File: config.mk
export PLATFORM = sky130hd
export DESIGN_NAME = regfile_sb
export DESIGN_NICKNAME = d
export VERILOG_FILES = /design/src/rtl/regfile_sb_pkg.sv /design/src/rtl/regfile_sb_scoreboard.sv /design/src/rtl/regfile_sb.sv
export SDC_FILE = /design/constraint.sdc
export NUM_CORES = 2
export LEC_CHECK = 0
export CORE_MARGIN = 2
export CORE_UTILIZATION = 57
export CTS_CLUSTER_DIAMETER = 30
export DETAILED_ROUTE_END_ITERATION = 8
export HOLD_SLACK_MARGIN = 0.15
export PLACE_DENSITY = 0.77
export SYNTH_ARGS = -nofsm -noshare
export SYNTH_HDL_FRONTEND = slang
export SYNTH_HIERARCHICAL = 1
export SYNTH_SLANG_ARGS = --single-unit
File: constraint.sdc
create_clock -name i_clk -period 3.75 [get_ports i_clk]
set_input_delay 0.375 -clock i_clk [delete_from_list [all_inputs] [get_ports i_clk]]
set_output_delay 0.375 -clock i_clk [all_outputs]
set_load 0.01 [all_outputs]
File: src/rtl/regfile_sb_pkg.sv
// Shared defaults and the address-width helper for the scoreboarded register file.
package regfile_sb_pkg;

    localparam int XLEN_DEF  = 32;
    localparam int NREGS_DEF = 32;

    // Index width needed to address n registers (n is a power of two >= 2).
    function automatic int addr_width(input int n);
        return (n <= 2) ? 1 : $clog2(n);
    endfunction

endpackage

File: src/rtl/regfile_sb_scoreboard.sv
// Busy-bit scoreboard: reservation handshake, writeback clear, flush and pending count.
module regfile_sb_scoreboard
    import regfile_sb_pkg::*;
#(
    parameter int NREGS = NREGS_DEF,
    parameter int AW    = addr_width(NREGS)
) (
    input  logic             clk,
    input  logic             rst_n,
    input  logic             flush,
    input  logic             rd_wren,
    input  logic [AW-1:0]    rd_addr,
    input  logic             rsv_valid,
    input  logic [AW-1:0]    rsv_addr,
    output logic             rsv_ready,
    output logic [NREGS-1:0] busy,
    output logic [AW:0]      busy_cnt
);

    logic [NREGS-1:0] busy_r;
    logic [NREGS-1:0] busy_nxt_s;
    logic [AW:0]      busy_cnt_r;
    logic [AW:0]      cnt_nxt_s;
    logic             wb_en_s;
    logic             set_s;
    logic             clr_s;
    logic             inc_s;

    // Handshake decode and next busy state; a same-register reservation wins over writeback.
    always_comb begin
        wb_en_s    = rd_wren && (rd_addr != {AW{1'b0}});
        rsv_ready  = !flush && ((rsv_addr == {AW{1'b0}}) || !busy_r[rsv_addr] ||
                                (rd_wren && (rd_addr == rsv_addr)));
        set_s      = rsv_valid && rsv_ready && (rsv_addr != {AW{1'b0}});
        clr_s      = wb_en_s && busy_r[rd_addr] && !(set_s && (rsv_addr == rd_addr));
        inc_s      = set_s && !busy_r[rsv_addr];
        busy_nxt_s = busy_r;
        busy_nxt_s[rd_addr]  = wb_en_s ? 1'b0 : busy_nxt_s[rd_addr];
        busy_nxt_s[rsv_addr] = set_s   ? 1'b1 : busy_nxt_s[rsv_addr];
        cnt_nxt_s  = busy_cnt_r + {{AW{1'b0}}, inc_s} - {{AW{1'b0}}, clr_s};
        if (flush) begin
            busy_nxt_s = {NREGS{1'b0}};
            cnt_nxt_s  = {(AW+1){1'b0}};
        end else begin
            cnt_nxt_s  = cnt_nxt_s;
        end
    end

    // Busy vector and population count state.
    always_ff @(posedge clk or negedge rst_n) begin
        if (!rst_n) begin
            busy_r     <= {NREGS{1'b0}};
            busy_cnt_r <= {(AW+1){1'b0}};
        end else begin
            busy_r     <= busy_nxt_s;
            busy_cnt_r <= cnt_nxt_s;
        end
    end

    assign busy     = busy_r;
    assign busy_cnt = busy_cnt_r;

endmodule

File: src/rtl/regfile_sb.sv
// Register file with busy-bit scoreboard and NRD combinational read ports.
// Optional same-cycle writeback forwarding on reads: define REGFILE_SB_BYPASS_EN.
module regfile_sb
    import regfile_sb_pkg::*;
#(
    parameter int XLEN  = XLEN_DEF,
    parameter int NREGS = NREGS_DEF,
    parameter int NRD   = 2,
    localparam int AW   = addr_width(NREGS)
) (
    input  logic              i_clk,
    input  logic              i_rst,
    input  logic [NRD*AW-1:0] i_rs_addr,
    output logic [NRD*XLEN-1:0] o_rs_data,
    output logic [NRD-1:0]    o_rs_busy,
    input  logic [AW-1:0]     i_rd_addr,
    input  logic [XLEN-1:0]   i_rd_data,
    input  logic              i_rd_wren,
    input  logic              i_rsv_valid,
    input  logic [AW-1:0]     i_rsv_addr,
    output logic              o_rsv_ready,
    input  logic              i_flush,
    output logic [AW:0]       o_busy_cnt
);

    logic [XLEN-1:0]  regs_r [NREGS];
    logic [NREGS-1:0] busy_s;
    logic             wb_en_s;

    assign wb_en_s = i_rd_wren && (i_rd_addr != {AW{1'b0}});

    regfile_sb_scoreboard #(
        .NREGS (NREGS),
        .AW    (AW)
    ) u_scoreboard (
        .clk       (i_clk),
        .rst_n     (i_rst),
        .flush     (i_flush),
        .rd_wren   (i_rd_wren),
        .rd_addr   (i_rd_addr),
        .rsv_valid (i_rsv_valid),
        .rsv_addr  (i_rsv_addr),
        .rsv_ready (o_rsv_ready),
        .busy      (busy_s),
        .busy_cnt  (o_busy_cnt)
    );

    // Register storage; x0 is never written so it stays at its reset value of zero.
    always_ff @(posedge i_clk or negedge i_rst) begin
        if (!i_rst) begin
            for (int i = 0; i < NREGS; i++) begin
                regs_r[i] <= {XLEN{1'b0}};
            end
        end else if (wb_en_s) begin
            regs_r[i_rd_addr] <= i_rd_data;
        end
    end

    // Read muxes; forwarding is suppressed during reset so reads stay zero.
    always_comb begin
        o_rs_data = {(NRD*XLEN){1'b0}};
        o_rs_busy = {NRD{1'b0}};
        for (int k = 0; k < NRD; k++) begin
`ifdef REGFILE_SB_BYPASS_EN
            if (i_rst && wb_en_s && (i_rd_addr == i_rs_addr[k*AW +: AW])) begin
                o_rs_data[k*XLEN +: XLEN] = i_rd_data;
                o_rs_busy[k]              = 1'b0;
            end else begin
                o_rs_data[k*XLEN +: XLEN] = regs_r[i_rs_addr[k*AW +: AW]];
                o_rs_busy[k]              = busy_s[i_rs_addr[k*AW +: AW]];
            end
`else
            o_rs_data[k*XLEN +: XLEN] = regs_r[i_rs_addr[k*AW +: AW]];
            o_rs_busy[k]              = busy_s[i_rs_addr[k*AW +: AW]];
`endif
        end
    end

endmodule

# After elaboration in Yosys (flattened, before gate mapping)

Cells that the tools add are included.

Add/subtract/negate cells: 2
Eq/ne operators: 2
Multiplexer cells: 29
Order comparisons: 10
Bitwise operators: 3
Reduce and logical (&&, ||, !) cells: 20

Operators with widths:

| kind                                                 | number |
|---|---|
| bitwise mux 1024 bit                                 | 1 |
| binary-select mux 32 bit (select 5 bit)              | 2 |
| 2-to-1 mux 32 bit                                    | 6 |
| demux 32 bit (select 5 bit)                          | 1 |
| bitwise mux 32 bit                                   | 2 |
| binary-select mux 1 bit (select 5 bit)               | 5 |
| < comparator 5 x 6 -> 1 bit (second input constant)  | 4 |
| >= comparator 6 bit (second input constant)          | 3 |
| NOT 5 -> 6 bit                                       | 3 |
| logical AND 1 bit                                    | 12 |
| demux 1 bit (select 5 bit)                           | 2 |
| equality test 5 bit                                  | 2 |
| >= comparator 5 x 1 -> 1 bit (second input constant) | 2 |
| nonzero test 5 bit                                   | 2 |
| 2-to-1 mux 1 bit                                     | 9 |
| adder 6 x 1 -> 6 bit                                 | 1 |
| < comparator 6 x 1 -> 1 bit (second input constant)  | 1 |
| 2-to-1 mux 6 bit                                     | 1 |
| subtractor 6 x 1 -> 6 bit                            | 1 |
| logical NOT 5 bit                                    | 1 |
| logical NOT 1 bit                                    | 3 |
| logical OR 1 bit                                     | 2 |

Bits of input ports: 57
Flip-flop bits (word level): 1062

# Depth between registers and ports, before layout

Word-level depth: 13
Gate-level depth with buffers: 20

# By module

The synthesis kept the hierarchy.

By module, submodules not included:

| module                | cells an instance | area an instance (µm²) | seq. area each (µm²) | instances |
|---|---|---|---|---|
| regfile_sb            | 4679              | 56515.5                | 25624.6              | 1 |
| regfile_sb_scoreboard | 505               | 3946.3                 | 950.9                | 1 |

# Worst setup path after synthesis

OpenSTA, ideal clock, no wires.

Path type: input -> register
Start point: input port i_rsv_addr[1]
End point: register u_scoreboard.busy_cnt_r[4], in the netlist u_scoreboard/busy_cnt[4]
Data required time: 3.617 ns
Buffers on the path: 3
Library setup time: 0.133 ns
Cell stages on the path: 20
Setup slack: -0.118 ns
Data arrival time: 3.735 ns
Cell sequence: buf_2 -> mux2_2 -> nand2_1 -> nand2_1 -> a22oi_1 -> nand4b_1 -> a31oi_1 -> and3_1 -> clkbuf_1 -> clkbuf_1 -> nand2b_1 -> ha_1 -> inv_1 -> ha_1 -> fa_1 -> a21oi_1 -> nor2_1 -> nor2_1 -> xor2_1 -> nor2_1

Word-level cells in the longest chain between the ends: 13
Elaborated cells between the ends (all ways): 20
Classes of those cells: add/sub (2); eq/ne (2); mux (3); reduce/logical (13)

RTL lines:

| item                                                         | RTL line                    | source |
|---|---|---|
| from (decl)                                                  | regfile_sb.sv:20            | `input logic [AW-1:0] i_rsv_addr,` |
| binary-select mux 1 bit (select 5 bit)                       | regfile_sb_scoreboard.sv:32 | `rsv_ready = !flush && ((rsv_addr == {AW{1'b0}}) \|\| !busy_r[rsv_addr] \|\|` |
| 2-to-1 mux 1 bit (not written as such)                       | regfile_sb_scoreboard.sv:32 |  |
| logical NOT 1 bit                                            | regfile_sb_scoreboard.sv:32 |  |
| logical OR 1 bit                                             | regfile_sb_scoreboard.sv:32 |  |
| logical OR 1 bit *                                           | regfile_sb_scoreboard.sv:32 |  |
| logical AND 1 bit *                                          | regfile_sb_scoreboard.sv:32 |  |
| via o_rsv_ready                                              | regfile_sb.sv:21            | `output logic o_rsv_ready,` |
| logical AND 1 bit * (2 in a row)                             | regfile_sb_scoreboard.sv:34 | `set_s = rsv_valid && rsv_ready && (rsv_addr != {AW{1'b0}});` |
| branches (longest 3 deep; another with adder 6 x 1 -> 6 bit) | n/a                         |  |
| subtractor 6 x 1 -> 6 bit *                                  | regfile_sb_scoreboard.sv:40 | `cnt_nxt_s = busy_cnt_r + {{AW{1'b0}}, inc_s} - {{AW{1'b0}}, clr_s};` |
| 2-to-1 mux 6 bit *                                           | regfile_sb_scoreboard.sv:41 | `if (flush) begin` |
| via u_scoreboard.cnt_nxt_s[4]                                | regfile_sb_scoreboard.sv:23 | `logic [AW:0] cnt_nxt_s;` |
| to (signal assigned)                                         | regfile_sb_scoreboard.sv:53 | `busy_cnt_r <= {(AW+1){1'b0}};` |
| to (signal assigned)                                         | regfile_sb_scoreboard.sv:56 | `busy_cnt_r <= cnt_nxt_s;` |
| to (decl)                                                    | regfile_sb_scoreboard.sv:22 | `logic [AW:0] busy_cnt_r;` |

Mark *: on every way through the listed nets, which the timed path passes. The select of a mux whose other input is x is not followed.
A chain may end at the register's enable or synchronous reset.

# Final worst setup path

Start point: register u_scoreboard.busy_r[29], in the netlist u_scoreboard/busy[29]
End point: register u_scoreboard.busy_cnt_r[4], in the netlist u_scoreboard/busy_cnt[4]

Word-level cells in the longest chain between the ends: 13
Elaborated cells between the ends (all ways): 18
Classes of those cells: add/sub (2); mux (5); reduce/logical (11)

RTL lines:

| item                                                          | RTL line                    | source |
|---|---|---|
| from (decl)                                                   | regfile_sb_scoreboard.sv:20 | `logic [NREGS-1:0] busy_r;` |
| from (signal assigned)                                        | regfile_sb_scoreboard.sv:52 | `busy_r <= {NREGS{1'b0}};` |
| from (signal assigned)                                        | regfile_sb_scoreboard.sv:55 | `busy_r <= busy_nxt_s;` |
| branches (longest 11 deep; another with adder 6 x 1 -> 6 bit) | n/a                         |  |
| subtractor 6 x 1 -> 6 bit *                                   | regfile_sb_scoreboard.sv:40 |  |
| 2-to-1 mux 6 bit *                                            | regfile_sb_scoreboard.sv:41 |  |
| via u_scoreboard.cnt_nxt_s[4]                                 | regfile_sb_scoreboard.sv:23 |  |

Marks and branches as above.

==> results by stage <==
Setup path:
- For this design, the slowest cell found on the critical path is dfrtp_1.
- The kind of cell with the highest combined delay along the critical path is adder cells.
- The critical path goes through mux2_2, nand2_1, o21ai_0, a22oi_1, nand4b_1, a31oi_2, and3_4, a21oi_1, ha_1, inv_1, ha_1, fa_1, a21oi_1, nor2_1, nor2_1, xor2_1, nor2_1.
- STA puts the critical path data required time at 4.42 ns.
- In this design, the critical path's most frequently occurring cell is nor2_1.
- STA classifies the critical path endpoint as a flop.
- The start-to-end type of the worst setup path is reg2reg.
- STA puts the critical path data arrival time at 4.26 ns.
- The kind of launch point of the worst setup path is a flop.
- The largest fanout on the critical path is 5.
- The buffers plus inverters on the worst setup path is 1.
- For this run, the slowest stage of the critical path takes 0.44 ns.

Floorplanning:
- The effective utilization at floorplan is 0.574.
- Measured along the x axis, the die boundary spans 330 µm.
- The overall die height is 330 µm.
- The core region area is 105000 µm².
- The I/O pin total is 130.
- The number of core rows is 119.
- The floorplan step defined a die boundary enclosing 109000 µm².

Yosys:
- The synthesized design contains 1062 register bits.
- In the synthesized netlist the dominant register cell turns out to be dfrtp_1.
- The synthesized net count is 5248.
- The commonest cells after synthesis are 1072 x mux2i_1, 1062 x dfrtp_1, 958 x mux2_2, 281 x nand2_1, 237 x clkbuf_1.
- The XOR/XNOR share of the synthesized area is 0.00159.
- The post-synthesis sequential area ratio is 0.440.
- The largest area contributor in the netlist is dfrtp_1.
- The combinational family with the most area after synthesis is multiplexers.
- The post-synthesis compound-gate area fraction is 0.0859.
- The yosys synthesis warning count is 6.
- The simple-gate area share of the yosys netlist is 0.0592.
- The number of synthesized flops with an enable pin is 0.
- Of the total synthesized cell area, the portion taken by full adders, half adders and majority gates is 0.00157.
- A synthesized cell averages 11.7 µm².
- In the synthesized netlist, the number of instances is 5184.
- In this run the cell area of the synthesized design comes to 60500 µm².
- The share of Yosys cell area claimed by the top area cell type is 0.440.
- The unique cell type count in the Yosys netlist is 82.
- The fraction of registers with async set/reset is 1.00.
- The library cell with the highest instance count after synthesis is mux2i_1.
- By area the synthesized netlist is led by dfrtp_1 44%, mux2_2 18%, mux2i_1 18%.
- The multiplexer share of the synthesized area is 0.365.

Placement:
- The placed cell area is 64600 µm².
- The detailed placement HPWL is 117000 µm.
- The routability congestion estimate from global placement is 0.950.
- The number of buffers added on ports is 129.

Pwr:
- VDD sags by at most 568 µV.
- The clock share of power is 0.480.
- Summed over all cells, the static leakage comes to 34.0 nW.
- Of the total power, registers draw 0.353.
- Of the total power, the share spent switching nets is 0.277.
- The reported net switching power is 12.1 mW.
- Internal power comes to 31.5 mW.
- After layout, the design draws a total of 43.6 mW.
- Of the total power, combinational logic draws 0.168.
- The cell area power density is 599 nW/µm².

Layout:
- The layout cell share with drive strength beyond 1 is 0.322.
- The final standard cell utilization of the core is 0.691.
- In the final layout, the multi-input gates occupy 31200 µm².
- The net count of the finished layout is 5423.
- Once layout is done, the placed cells without fillers occupy 72700 µm².
- Compared with the post-synthesis result, the final layout area differs by 20.3%.
- Registers take 26600 µm².
- The filler cells instantiated in the layout total 7126.

Route:
- After detailed routing, the number of vias per cell comes to 6.75.
- The mean routed wirelength per cell is 28.4 µm.
- The via count is 46884.
- The first-iteration detailed-routing DRC count is 5199.
- For this block, the routed nets add up to 198000 µm of wire.
- The first detailed-routing pass ran for 6 iterations.
- Once detail routing completed, the nets flagged for antenna violations numbered 0.
- The count of unresolved DRC violations after routing is 0.

Timing:
- On the final layout, the worst clock skew is 0.0645 ns.
- Setup violations remaining at the end of the flow were counted as 0.
- After layout, the minimum clock period comes to 3.60 ns.
- For the pin with the worst max-slew slack, the measured transition is 1.21 ns.
- The final number of hold-violating endpoints came to 0.
- In this run the tightest slew margin relative to its limit is 0.192.
- The maximum frequency from static timing analysis is 0.278 GHz.
- Of the available clock period, the critical path in the final layout requires 0.959.
- The number of pins exceeding their max-slew limit in the final report came to 0.

Clock network:
- The H-tree depth is 4.
- The root buffer cell is clkbuf_16.
- The later pin in the worst-skew pair is clocked with a latency of 0.81 ns.
- The TritonCTS sink count is 1062.
- TritonCTS built the clock tree.
- Counting along the longest clock path gives a buffer depth of 3.
- Clock tree synthesis inserted a total of 221 buffers.
- The clock input transition at the sequential cells of the worst setup and hold paths is 0.05 ns.

Global route:
- The number of antenna violations at the first check in global routing is 6.
- The global routing met1 resource utilization is 0.477.
- The global routing stage identified its most utilized layer as met2.
- For met2 alone, demand over resource in global routing was 0.544.
- Entering global routing, the biggest net connects 114 pins.
- The number of global-route vias before repair came to 48402.
- For this run, global-route usage on met3 was measured as 0.0946.
- The sum of overflow across all layers after global routing is 0.
- The first global-routing pass estimated 298000 µm of wire.
- The global-route usage over all layers is 0.361.

Min path:
- The tightest min-delay check is of the in2async type.

Status:
- The flow ran to the end, and the final reports show no timing, DRC or antenna violations.

Flow run:
- Max-cap violations in this run came to 0.
power by group through the flow:
stage | Clock [mW] | Sequential, mW | Combinational, mW
2_1_floorplan | 0 | 14.9 | 5.07
3_3_place_gp | 0 | 15.2 | 6.87
3_5_place_dp | 0 | 15.4 | 7.09
4_1_cts | 21.0 | 15.3 | 7.23
5_1_grt | 21.6 | 15.6 | 7.84
6_report | 20.9 | 15.4 | 7.30
layout by cell type, fill, tap and decap left out, drive strengths merged, types with 132 or more instances in the layout:
cell type,Yosys,final
mux2i,1072,1072
dfrtp,1062,1062
mux2,995,995
buf,296,359
nand2,282,282
clkbuf,237,279
nand3,226,226
a21oi,220,220
a22oi,202,202
a22o,132,132
area by class of cell:
type                       count  share of cell area
multi-input combinational   3579               0.429
sequential                  1062               0.365
clock buffer                 279              0.0837
timing repair buffer         485              0.0702
clock inverter               136              0.0275
tap                         1391              0.0239
inverter                      10            0.000516
antenna                        2           0.0000688
path summary, 6_finish.rpt:
check                                       from                  endpoint  slack, ns  cells past startpoint
setup / recovery           u_scoreboard/busy[29]  u_scoreboard/busy_cnt[4]       0.15                     17
hold / removal                             i_rst               regs_r[200]       0.16                      2
setup reg to reg           u_scoreboard/busy[29]  u_scoreboard/busy_cnt[4]       0.15                     17
hold reg to reg                      regs_r[999]               regs_r[999]       0.39                      0
max in group asynchronous                  i_rst               regs_r[599]       2.32                      3
min in group i_clk                  i_rd_addr[1]     u_scoreboard/busy[10]       0.39                      5
flip-flops by register name, indices dropped and copies added, names as in the netlist:
signal / flops
u_scoreboard/busy_cnt: 6
regs_r: 1024
u_scoreboard/busy: 32
routing by layer:
metal / vias up / part of all wire / routed length (µm)
met5: - / 0.00091 / 180
met4: 8 / 0.052 / 10200
met3: 670 / 0.099 / 19600
met2: 2678 / 0.45 / 88500
met1: 23935 / 0.40 / 79100
li1: 19593 / - / -
per-stage QoR:
step           setup WS, ns  setup TNS, ns  cells  hold WS [ns]
2_1_floorplan        0.0301              0   5184        0.0794
3_3_place_gp         -0.442          -1.25   6524         0.384
3_5_place_dp         -0.469          -1.31   6524         0.389
4_1_cts               0.204              0   6940         0.163
5_1_grt            -0.00591       -0.00591   6942         0.210
6_report              0.155              0   6944         0.159
worst reg2reg max path: stages (launching register included):
cell      delay [ns]
dfrtp_1         0.44
mux2_2          0.29
nand2_1         0.07
o21ai_0         0.15
a22oi_1         0.25
nand4b_1        0.21
a31oi_2         0.25
and3_4          0.23
a21oi_1         0.07
ha_1            0.27
inv_1           0.04
ha_1            0.21
fa_1            0.43
a21oi_1         0.15
nor2_1          0.06
nor2_1          0.14
xor2_1          0.15
nor2_1          0.06
cell families (layout without fill, tap and decap cells):
logic type | count (synthesis) | after routing
flip-flops | 1062 | 1062
AND/OR/NAND/NOR | 727 | 727
adder cells (fa/ha/maj) | 7 | 7
other | 0 | 2
XOR/XNOR | 11 | 11
buffers and inverters | 543 | 910
AO/OA/AOI/OAI | 760 | 760
multiplexers | 2074 | 2074
repair_timing:
item,CTS,global route
endpoints found under the hold margin,249,0
endpoints found under the setup margin,0,1
resized for setup,0,2
setup buffers,0,2
hold buffers,1,0
No activity file was read; power rests on OpenSTA's default activity.
